## src/rtl/adder_4_seq_ctrl_pkg.sv

```systemverilog
// Shared definitions for the nibble-serial adder controller.
package adder_seq_pkg;

    localparam int NIBBLE_W = 4;

    typedef enum logic [1:0] {
        IDLE = 2'd0,
        RUN  = 2'd1,
        DONE = 2'd2
    } state_t;

endpackage

```

## src/rtl/adder_4_seq_ctrl_if.sv

```systemverilog
// Request/result handshake bundle for adder_4_seq_ctrl.
interface adder_4_seq_ctrl_if #(
    parameter int WORDS = 4
);
    localparam int W = adder_seq_pkg::NIBBLE_W * WORDS;

    logic         in_valid;
    logic         in_ready;
    logic [W-1:0] in_a;
    logic [W-1:0] in_b;
    logic         in_ci;
    logic         in_sub;
    logic         out_valid;
    logic         out_ready;
    logic [W-1:0] out_sum;
    logic         out_co;
    logic         out_ovf;

    modport master (
        output in_valid, in_a, in_b, in_ci, in_sub, out_ready,
        input  in_ready, out_valid, out_sum, out_co, out_ovf
    );

    modport slave (
        input  in_valid, in_a, in_b, in_ci, in_sub, out_ready,
        output in_ready, out_valid, out_sum, out_co, out_ovf
    );

endinterface

```

## src/rtl/adder_4_seq_ctrl_adder.sv

```systemverilog
// Combinational 4-bit adder with carry in and carry out.
module adder_4_assign (
    output logic       co,
    output logic [3:0] sum,
    input  logic [3:0] a,
    input  logic [3:0] b,
    input  logic       ci
);

    assign {co, sum} = {1'b0, a} + {1'b0, b} + {4'b0000, ci};

endmodule

```

## src/rtl/adder_4_seq_ctrl.sv

```systemverilog
// Nibble-serial W-bit adder: one 4-bit adder reused over WORDS cycles, LSB nibble first.
// Optional subtraction is enabled by defining ADDER_4_SEQ_CTRL_SUB_EN.
//
// state | meaning
// IDLE  | waiting for an operation, in_ready = 1
// RUN   | one nibble added per clock, idx selects the nibble
// DONE  | result presented, out_valid = 1 until out_ready
module adder_4_seq_ctrl
    import adder_seq_pkg::*;
#(
    parameter int WORDS = 4
) (
    input  logic            clk,
    input  logic            rst,
    adder_4_seq_ctrl_if.slave bus
);

    localparam int W     = NIBBLE_W * WORDS;
    localparam int IDX_W = $clog2(WORDS);
    localparam logic [IDX_W-1:0] IDX_LAST = IDX_W'(WORDS - 1);

    state_t state;
    state_t state_nxt;

    logic                idle;
    logic                done;
    logic                accept;
    logic                last;
    logic                sub_sel;
    logic                carry_init;

    logic [W-1:0]        a_q;
    logic [W-1:0]        b_q;
    logic [W-1:0]        sum_q;
    logic                carry_q;
    logic                co_q;
    logic                ovf_q;
    logic                sub_q;
    logic [IDX_W-1:0]    idx;

    logic [NIBBLE_W-1:0] a_nib;
    logic [NIBBLE_W-1:0] b_nib;
    logic [NIBBLE_W-1:0] add_sum;
    logic                add_co;

`ifdef ADDER_4_SEQ_CTRL_SUB_EN
    assign sub_sel = bus.in_sub;
`else
    logic unused_sub;
    assign unused_sub = bus.in_sub;
    assign sub_sel    = 1'b0;
`endif

    // Subtraction is a + ~b + 1, so in_ci is ignored when subtracting.
    assign carry_init = sub_sel ? 1'b1 : bus.in_ci;
    assign accept     = bus.in_valid && idle;
    assign last       = (idx == IDX_LAST);

    always_ff @(posedge clk) begin
        if (rst) begin
            state <= IDLE;
        end else begin
            state <= state_nxt;
        end
    end

    always_comb begin
        state_nxt = state;
        case (state)
            IDLE:    if (bus.in_valid) state_nxt = RUN;
            RUN:     if (last)         state_nxt = DONE;
            DONE:    if (bus.out_ready) state_nxt = IDLE;
            default: state_nxt = IDLE;
        endcase
    end

    always_comb begin
        idle = 1'b0;
        done = 1'b0;
        case (state)
            IDLE:    idle = 1'b1;
            DONE:    done = 1'b1;
            default: ;
        endcase
    end

    assign a_nib = a_q[int'(idx) * NIBBLE_W +: NIBBLE_W];
    assign b_nib = b_q[int'(idx) * NIBBLE_W +: NIBBLE_W] ^ {NIBBLE_W{sub_q}};

    adder_4_assign u_adder (
        .co  (add_co),
        .sum (add_sum),
        .a   (a_nib),
        .b   (b_nib),
        .ci  (carry_q)
    );

    // idx stops at the last nibble instead of wrapping; DONE never reads it.
    always_ff @(posedge clk) begin
        if (rst) begin
            a_q     <= '0;
            b_q     <= '0;
            sum_q   <= '0;
            carry_q <= 1'b0;
            co_q    <= 1'b0;
            ovf_q   <= 1'b0;
            sub_q   <= 1'b0;
            idx     <= '0;
        end else if (accept) begin
            a_q     <= bus.in_a;
            b_q     <= bus.in_b;
            carry_q <= carry_init;
            sub_q   <= sub_sel;
            idx     <= '0;
        end else if (state == RUN) begin
            sum_q[int'(idx) * NIBBLE_W +: NIBBLE_W] <= add_sum;
            carry_q <= add_co;
            if (last) begin
                co_q  <= add_co;
                // carry into the MSB recovered as a ^ b ^ sum at bit W-1
                ovf_q <= a_nib[NIBBLE_W-1] ^ b_nib[NIBBLE_W-1]
                       ^ add_sum[NIBBLE_W-1] ^ add_co;
            end else begin
                idx <= idx + IDX_W'(1);
            end
        end
    end

    assign bus.in_ready  = idle;
    assign bus.out_valid = done;
    assign bus.out_sum   = sum_q;
    assign bus.out_co    = co_q;
    assign bus.out_ovf   = ovf_q;

endmodule

```

## src/flat_wrapper.sv

```systemverilog
// flat-port wrapper written by rule: the top's interface ports become plain ports
module adder_4_seq_ctrl_flat import adder_seq_pkg::*;
#(
    parameter int WORDS = 4
)
  (clk, rst, bus_in_valid, bus_in_a, bus_in_b, bus_in_ci, bus_in_sub, bus_out_ready, bus_in_ready, bus_out_valid, bus_out_sum, bus_out_co, bus_out_ovf);
  adder_4_seq_ctrl_if #(.WORDS(WORDS)) bus_i ();
  input  logic clk;
  input  logic rst;
  input wire logic [$bits(bus_i.in_valid)-1:0] bus_in_valid;
  input wire logic [$bits(bus_i.in_a)-1:0] bus_in_a;
  input wire logic [$bits(bus_i.in_b)-1:0] bus_in_b;
  input wire logic [$bits(bus_i.in_ci)-1:0] bus_in_ci;
  input wire logic [$bits(bus_i.in_sub)-1:0] bus_in_sub;
  input wire logic [$bits(bus_i.out_ready)-1:0] bus_out_ready;
  output wire logic [$bits(bus_i.in_ready)-1:0] bus_in_ready;
  output wire logic [$bits(bus_i.out_valid)-1:0] bus_out_valid;
  output wire logic [$bits(bus_i.out_sum)-1:0] bus_out_sum;
  output wire logic [$bits(bus_i.out_co)-1:0] bus_out_co;
  output wire logic [$bits(bus_i.out_ovf)-1:0] bus_out_ovf;
  assign bus_i.in_valid = bus_in_valid;
  assign bus_i.in_a = bus_in_a;
  assign bus_i.in_b = bus_in_b;
  assign bus_i.in_ci = bus_in_ci;
  assign bus_i.in_sub = bus_in_sub;
  assign bus_i.out_ready = bus_out_ready;
  assign bus_in_ready = bus_i.in_ready;
  assign bus_out_valid = bus_i.out_valid;
  assign bus_out_sum = bus_i.out_sum;
  assign bus_out_co = bus_i.out_co;
  assign bus_out_ovf = bus_i.out_ovf;
  adder_4_seq_ctrl #(.WORDS(WORDS)) u_core (.clk(clk), .rst(rst), .bus(bus_i));
endmodule
```

## config.mk

```make
export PLATFORM = sky130hd
export DESIGN_NAME = adder_4_seq_ctrl_flat
export DESIGN_NICKNAME = d
export VERILOG_FILES = /design/src/rtl/adder_4_seq_ctrl_pkg.sv /design/src/rtl/adder_4_seq_ctrl_if.sv /design/src/rtl/adder_4_seq_ctrl_adder.sv /design/src/rtl/adder_4_seq_ctrl.sv /design/src/flat_wrapper.sv
export SDC_FILE = /design/constraint.sdc
export NUM_CORES = 1
export LEC_CHECK = 0
export ABC_CLOCK_PERIOD_IN_PS = 3000
export CAP_MARGIN = 25
export CORE_ASPECT_RATIO = 0.5
export CORE_UTILIZATION = 46
export CTS_BUF_LIST = sky130_fd_sc_hd__clkbuf_2 sky130_fd_sc_hd__clkbuf_4 sky130_fd_sc_hd__clkbuf_8
export DETAILED_ROUTE_END_ITERATION = 6
export GPL_TIMING_DRIVEN = 1
export PLACE_DENSITY = 0.78
export RECOVER_POWER = 100
export SLEW_MARGIN = 25
export SYNTH_ARGS = -nofsm -noshare
export SYNTH_HDL_FRONTEND = slang
export SYNTH_SLANG_ARGS = --single-unit
export TNS_END_PERCENT = 5
```

## constraint.sdc

```tcl
create_clock -name clk -period 3 [get_ports clk]
set_input_delay 0.6 -clock clk [delete_from_list [all_inputs] [get_ports clk]]
set_output_delay 0.6 -clock clk [all_outputs]
set_load 0.02 [all_outputs]
```

==> results of run 1 <==
-- worst max-delay path: cells and delay by family, from the launching register on --
family | cells | cell delay [ns]
AO/OA/AOI/OAI | 3 | 0.73
XOR/XNOR | 1 | 0.11
adder cells (fa/ha/maj) | 2 | 0.88
flip-flops | 1 | 0.40
multiplexers | 1 | 0.54
-- sequential cells by signal, summed over array words and instances, names as in the netlist --
signal	count
u_core.bus.out_ovf	1
u_core.a_q	16
u_core.state	2
u_core.bus.out_co	1
u_core.carry_q	1
u_core.bus.out_sum	16
u_core.b_q	16
u_core.idx	2
-- through the flow --
step | worst slack [ns] | cells | power (mW) | hold WS [ns] | cell area (um^2)
floorplan | 0.05475 | 269 | 0.9480 | 0.4331 | 2476
global placement | 0.2510 | 384 | 1.025 | 0.4411 | 3055
detailed placement | 0.1933 | 384 | 1.033 | 0.4435 | 3055
CTS | 0.1711 | 391 | 1.514 | 0.4567 | 3162
global route | 0.03248 | 391 | 1.569 | 0.4758 | 3152
finish | 0.2493 | 391 | 1.498 | 0.4579 | 3152
-- per-layer routing --
layer | vias up | share of wire | global-route usage
met5 | - | 0 | 0
met4 | 0 | 0.018 | 0.08565
met3 | 11 | 0.032 | 0.03511
met2 | 41 | 0.48 | 0.3736
li1 | 1029 | - | -
met1 | 962 | 0.47 | 0.2592
-- worst max path at each step --
stage	from	endpoint	slack (ns)	depth (start not counted)
after detailed placement	u_core.idx[0]	u_core.bus.out_ovf	0.19	7
after global placement	u_core.idx[0]	u_core.bus.out_ovf	0.25	7
final	u_core.idx[0]	u_core.bus.out_ovf	0.25	7
after CTS	u_core.idx[0]	u_core.bus.out_ovf	0.17	7
after floorplan	u_core.idx[0]	u_core.bus.out_ovf	0.05	8
after global routing	bus_in_valid	u_core.a_q[0]	0.03	4
-- report_power, final --
part	internal (mW)	total, mW	leakage [nW]	switching, mW
logic	0.113	0.235	0.727	0.123
clock network	0.254	0.483	0.0547	0.229
registers	0.761	0.780	0.449	0.0189
-- synth_stat cells (3+ instances only) --
library cell | count | share of area
a21oi_1 | 36 | 0.073
a22oi_1 | 13 | 0.039
buf_2 | 3 | 0.0061
buf_6 | 4 | 0.018
clkbuf_1 | 7 | 0.011
dfxtp_1 | 55 | 0.44
ha_1 | 9 | 0.045
inv_1 | 3 | 0.0045
mux4_2 | 8 | 0.073
nand2_1 | 73 | 0.11
nand2b_1 | 3 | 0.0076
nand3b_1 | 3 | 0.0091
nor2_1 | 18 | 0.027
o21ai_0 | 3 | 0.0061
-- layout make-up --
cell class              instances  share of cell area
flip-flops and latches         55              0.3497
multi-input cells             195              0.3982
clock inverters                 1            0.009528
repair buffers                 61              0.1870
clock buffers                   6             0.02422
inverters                       3            0.003573
well taps                      70             0.02779
-- logic make-up after synthesis --
| group | count (synthesis) | synth area share |
|---|---|---|
| and+or+nand+nor | 109 | 0.2067 |
| AOI/OAI and AO/OA | 63 | 0.1541 |
| DFF | 55 | 0.4447 |
| buffers and inverters | 19 | 0.04547 |
| adders and majority gates | 11 | 0.06165 |
| muxes | 9 | 0.07681 |
| xor gates and xnor gates | 3 | 0.01061 |
-- repair_timing --
item | CTS | global route
setup buffers | 0 | 0
endpoints found under the setup margin | 0 | 1
gates resized for setup | 0 | 1
==> flow_metrics.py, run 1 <==
metrics = {
    "setup_path": {
        "endpoint_kind": "flip-flop",
        "ff2ff_setup_slack_ns": 0.25,
        "cp_max_fo": 4,
        "reg2reg_depth": 7,
        "critPathMaxStageDelay_ns": 0.54,
        "critPathArrivalTime_ns": 2.97,
        "r2r-start": "u_core.idx[0]",
        "criticalPathCategory": "reg -> reg",
        "reg2reg_to": "u_core.bus.out_ovf",
        "cell_mode_on_critical_path": "fa_1",
        "path_cells": "mux4_2 -> fa_1 -> fa_1 -> a21o_1 -> a21oi_1 -> xor2_1 -> a311oi_1",
        "worstPathRequired_ns": 3.22,
        "slowest_cell_on_the_critical_path": "mux4_2",
        "worst_setup_path_start_kind": "flip-flop",
    },
    "grt": {
        "grt_first_pass_wirelength_um": 8942,
        "gr-total-overflow": 0,
        "grt_antenna_before_repair": 0,
        "via_count_of_the_first_global_routing_pass": 1889,
        "grt_start_max_net_pins": 42,
        "grt_use_total": 0.2084,
    },
    "worst_hold_path": {
        "worstHoldPathCells": 2,
        "min-delay-start": "u_core.a_q[7]",
        "timing.hold.worst_endpoint": "u_core.a_q[7]",
        "min_path_type": "reg -> reg",
    },
    "sta": {
        "max-slew-margin-rel": -0.1923,
        "timing_worst_slew_pin_value_ns": 1.787,
        "finalCriticalPeriod_ns": 2.751,
        "worst_clock_skew_ns": 0.002807,
        "finalMaxSlewViolations": 37,
        "setup_viol_count_final": 0,
        "period_share": 0.9169,
        "finalSetupTns_ns": 0,
        "timing.final.hold_violations": 0,
        "highest_clock_frequency_the_design_can_meet_ghz": 0.3635,
        "grt_setup_unrepaired": "false",
    },
    "floorplan": {
        "die_height_um": 53.88,
        "top_level_port_count": 58,
        "rows": 18,
        "die-area_um2": 5698,
        "placeableCoreArea_um2": 5045,
        "die_w_um": 105.8,
        "initial_core_utilization": 0.4908,
    },
    "route": {
        "wirelength_um": 5568,
        "routedWlPerCell_um": 14.24,
        "router_iterations_before_antenna_repair": 4,
        "dr_vias_cell": 5.225,
        "drc": 0,
        "routed_via_count": 2043,
        "route.antenna.remaining_nets": 0,
        "iteration_0_drc_count_of_the_detailed_router": 64,
    },
    "cts": {
        "clock-root-buffer": "clkbuf_8",
        "cts.clk_slew.worst_paths_ns": 0.09,
        "cts_htree_levels": 2,
        "numCtsBuffers": 5,
        "clk_lat_worst_skew_ns": 0.30,
        "numClockSinks": 55,
        "clock_tree_from_tritoncts": "done",
        "quantity_of_hold_fixing_buffers_added_after_cts": 0,
        "max-clock-path-buffers": 2,
    },
    "power_and_ir_drop": {
        "vdd_ir_drop_max_mv": 0.2455,
        "power_leakage_nw": 1.231,
        "pwr_density_cell_nw_per_um2": 475.4,
    },
    "placement": {
        "place.gp.congestion": 0.7589,
        "io_buffers": 56,
        "post_dp_hpwl_um": 3889,
    },
    "layout": {
        "num-nets-final": 370,
        "area_of_the_multi_input_gates_um2": 1255,
        "finish.utilization": 0.6248,
        "proportion_of_layout_cells_with_a_drive_suffix_above_1": 0.08723,
        "layout_common_cells": "nand2_1, dfxtp_1, a21oi_1, clkdlybuf4s50_1, dlygate4sd3_1",
        "antenna_cells": 0,
        "register_area_um2": 1102,
        "areaGrowthSynthToFinish_pct": 27.29,
        "layout_commonest_cell": "nand2_1",
        "final.fill_count": 440,
    },
    "synth": {
        "async_flop_share": 0,
        "yosysWarningCount": 0,
        "synth.distinct_cells": 37,
        "syn_nets": 318,
        "synthCells": 269,
        "synth_flop_cell": "dfxtp_1",
        "yosysSeqAreaShare": 0.4447,
        "number_of_enable_type_register_cells_in_the_synthesized_netlist": 0,
        "synth_seq_cells": 55,
        "synth_area_per_cell_um2": 9.205,
        "post_synth_instance_area_um2": 2476,
    },
    "run": {
        "maxCapViolCount": 1,
    },
    "run_status": {
        "run_status": "finished, violations left",
        "failed_checks": "capacitance limit, slew limit",
    },
}
No activity file was read; power rests on OpenSTA's default activity.
==> run 2, diff against run 1 <==
--- a/config.mk
+++ b/config.mk
@@ -5,6 +5,7 @@
 export SDC_FILE = /design/constraint.sdc
 export NUM_CORES = 1
 export LEC_CHECK = 0
+export ABC_AREA = 1
 export ABC_CLOCK_PERIOD_IN_PS = 3000
 export CAP_MARGIN = 25
 export CORE_ASPECT_RATIO = 0.5
==> flow_metrics.py, run 2 <==
metrics = {
    "sta": {
        "finalCriticalPeriod_ns": 2.661,
        "timing_worst_slew_pin_value_ns": 0.8945,
        "finalHoldWorstSlack_ns": 0.4566,
        "worst_clock_skew_ns": 0.003372,
        "period_share": 0.8869,
        "setup_viol_count_final": 0,
        "finalMaxSlewViolations": 0,
        "grt_setup_unrepaired": "false",
        "finalSetupTns_ns": 0,
        "timing.final.hold_violations": 0,
        "max-slew-margin-rel": 0.4030,
        "highest_clock_frequency_the_design_can_meet_ghz": 0.3758,
    },
    "power_and_ir_drop": {
        "combPwrFrac": 0.212,
        "power.share.switching": 0.2823,
        "seqPwrFrac": 0.507,
        "power_leakage_nw": 1.284,
        "switching_power_mw": 0.4466,
        "pwr_density_cell_nw_per_um2": 502.6,
        "power.share.clock": 0.281,
        "cell_internal_pwr_mw": 1.135,
        "vdd_ir_drop_max_mv": 0.2253,
    },
    "route": {
        "dr_vias_cell": 5.022,
        "wl_met2_um": 2387,
        "wirelength_um": 5263,
        "routedWlPerCell_um": 11.77,
        "wl_met1_um": 2549,
        "dr.max_layer_used": "met4",
        "route.antenna.remaining_nets": 0,
        "iteration_0_drc_count_of_the_detailed_router": 89,
        "drc": 0,
        "route.met3.wl_um": 281,
        "router_iterations_before_antenna_repair": 4,
        "routed_via_count": 2245,
    },
    "run_status": {
        "run_status": "completed",
    },
    "placement": {
        "detailed_place.area_um2": 3052,
        "post_dp_hpwl_um": 3889,
        "place.gp.congestion": 0.8296,
        "dp.cells": 439,
        "io_buffers": 56,
    },
    "floorplan": {
        "die-area_um2": 5592,
        "die_w_um": 104.8,
        "placeableCoreArea_um2": 5000,
        "initial_core_utilization": 0.4857,
        "die_height_um": 53.38,
        "rows": 18,
        "top_level_port_count": 58,
    },
    "synth": {
        "synth_commonest_cells": "nor2_1, dfxtp_1, o21ai_0",
        "yosys.area.top_type_share": 0.4534,
        "yosysWarningCount": 0,
        "synth_seq_cells": 55,
        "yosysSeqAreaShare": 0.4534,
        "synth_area_per_cell_um2": 7.542,
        "synthCells": 322,
        "synth_flop_cell": "dfxtp_1",
        "syn_nets": 371,
        "async_flop_share": 0,
        "synth.area.top_cells": "dfxtp_1, nor2_1, o21ai_0",
        "synth.distinct_cells": 26,
        "post_synth_instance_area_um2": 2429,
        "number_of_enable_type_register_cells_in_the_synthesized_netlist": 0,
        "yosys.cell_count.top_type": "nor2_1",
        "synth_top_area_cell": "dfxtp_1",
    },
    "setup_path": {
        "ff2ff_setup_slack_ns": 0.34,
        "slowest_cell_on_the_critical_path": "fa_1",
        "worst_setup_path_start_kind": "flip-flop",
        "worst_path_dominant_cell_family": "adder cells",
        "critical_path_depth": 10,
        "reg2reg_to": "u_core.bus.out_sum[6]",
        "critPathMaxStageDelay_ns": 0.45,
        "reg2reg_depth": 10,
        "criticalPathCategory": "reg -> reg",
        "endpoint_kind": "flip-flop",
        "cp_max_fo": 18,
        "worstPathRequired_ns": 3.24,
        "critPathArrivalTime_ns": 2.90,
        "r2r-start": "u_core.idx[0]",
        "path_cells": "inv_1 -> o21ai_0 -> o22ai_1 -> fa_1 -> fa_1 -> xor2_1 -> nand2_1 -> nor2_1 -> a22oi_1 -> nor2_1",
        "critical_path.n_buffers_inverters": 1,
    },
    "grt": {
        "via_count_of_the_first_global_routing_pass": 2010,
        "grt_first_pass_wirelength_um": 8832,
        "gr-total-overflow": 0,
        "grt_start_max_net_pins": 37,
        "grt_use_total": 0.2012,
        "grt_antenna_before_repair": 0,
    },
    "cts": {
        "cts-resized-gates": 0,
        "numCtsBuffers": 5,
        "quantity_of_hold_fixing_buffers_added_after_cts": 0,
        "cts_setup_buffers": 0,
        "cts.clk_slew.worst_paths_ns": 0.09,
        "cts_htree_levels": 2,
        "clk_lat_worst_skew_ns": 0.31,
        "max-clock-path-buffers": 2,
        "clock_tree_from_tritoncts": "done",
        "numClockSinks": 55,
        "clock-root-buffer": "clkbuf_8",
    },
    "worst_hold_path": {
        "min_path_type": "reg -> reg",
        "min-delay-start": "u_core.bus.out_co",
        "worstHoldPathCells": 2,
        "timing.hold.worst_endpoint": "u_core.bus.out_co",
    },
    "layout": {
        "num-nets-final": 425,
        "antenna_cells": 0,
        "areaGrowthSynthToFinish_pct": 29.62,
        "layout_common_cells": "nor2_1, dfxtp_1, o21ai_0, clkdlybuf4s50_1, nand2_1",
        "proportion_of_layout_cells_with_a_drive_suffix_above_1": 0.04244,
        "finish.utilization": 0.6296,
        "post_layout_cell_count": 447,
        "final_area_um2": 3148,
        "layout_commonest_cell": "nor2_1",
    },
    "run": {
        "maxCapViolCount": 0,
    },
}
run 2: power groups by stage:
stage                     sequential (mW)  combinational, mW  clock (mW)
after floorplan                     0.822              0.210           0
after global placement              0.817              0.328           0
after detailed placement            0.819              0.337           0
after CTS                           0.802              0.338       0.455
after global routing                0.808              0.375       0.483
final                               0.802              0.335       0.445
run 2: worst max-delay path by stage:
stage	start	endpoint	slack [ns]
finish	u_core.idx[0]	u_core.bus.out_sum[6]	0.34
global route	u_core.idx[0]	u_core.bus.out_sum[6]	0.14
floorplan	u_core.idx[0]	u_core.bus.out_sum[14]	0.59
detailed placement	u_core.idx[0]	u_core.bus.out_sum[14]	0.45
global placement	u_core.idx[0]	u_core.bus.out_sum[6]	0.52
CTS	u_core.idx[0]	u_core.bus.out_sum[6]	0.37
run 2: cell type report:
cell class / count / area [um^2]
fillers: 446 / 1852
multi-input cells: 239 / 1209
flip-flops and latches: 55 / 1101
repair buffers: 62 / 598.1
clock buffers: 8 / 103.9
well taps: 70 / 87.58
inverters: 13 / 48.80
run 2: layer usage:
metal | vias to the layer above | global-route usage
li1 | 1168 | -
met1 | 1009 | 0.2534
met2 | 62 | 0.3521
met3 | 6 | 0.04557
met4 | 0 | 0.05869
met5 | - | 0
run 2: logic make-up (layout without fill, tap and decap cells):
| logic type | after synthesis | after routing | synth area share |
|---|---|---|---|
| simple gates | 145 | 145 | 0.2488 |
| flops | 55 | 55 | 0.4534 |
| compound gates | 81 | 81 | 0.1788 |
| xor+xnor | 2 | 2 | 0.007214 |
| fa+ha+maj | 11 | 11 | 0.06286 |
| buf+inv | 28 | 83 | 0.04895 |
run 2: stage by stage:
stage               power [mW]  setup slack, ns
global route             1.666           0.1353
floorplan                1.032           0.5883
global placement         1.145           0.5171
CTS                      1.595           0.3720
finish                   1.582           0.3393
detailed placement       1.156           0.4455
run 2: worst reg2reg max path: stages, from the launching register on:
cell and delay, ns:
dfxtp_1 0.35, inv_1 0.24, o21ai_0 0.24, o22ai_1 0.13, fa_1 0.45, fa_1 0.42, xor2_1 0.33, nand2_1 0.09
nor2_1 0.16, a22oi_1 0.10, nor2_1 0.09
==> run 3, diff against run 2 <==
--- a/config.mk
+++ b/config.mk
@@ -11,6 +11,7 @@
 export CORE_ASPECT_RATIO = 0.5
 export CORE_UTILIZATION = 46
 export CTS_BUF_LIST = sky130_fd_sc_hd__clkbuf_2 sky130_fd_sc_hd__clkbuf_4 sky130_fd_sc_hd__clkbuf_8
+export CTS_CLUSTER_DIAMETER = 80
 export DETAILED_ROUTE_END_ITERATION = 6
 export GPL_TIMING_DRIVEN = 1
 export PLACE_DENSITY = 0.78
==> results of run 3 <==
Same layout as run 2: the final DEF is identical, and so are final timing and power.
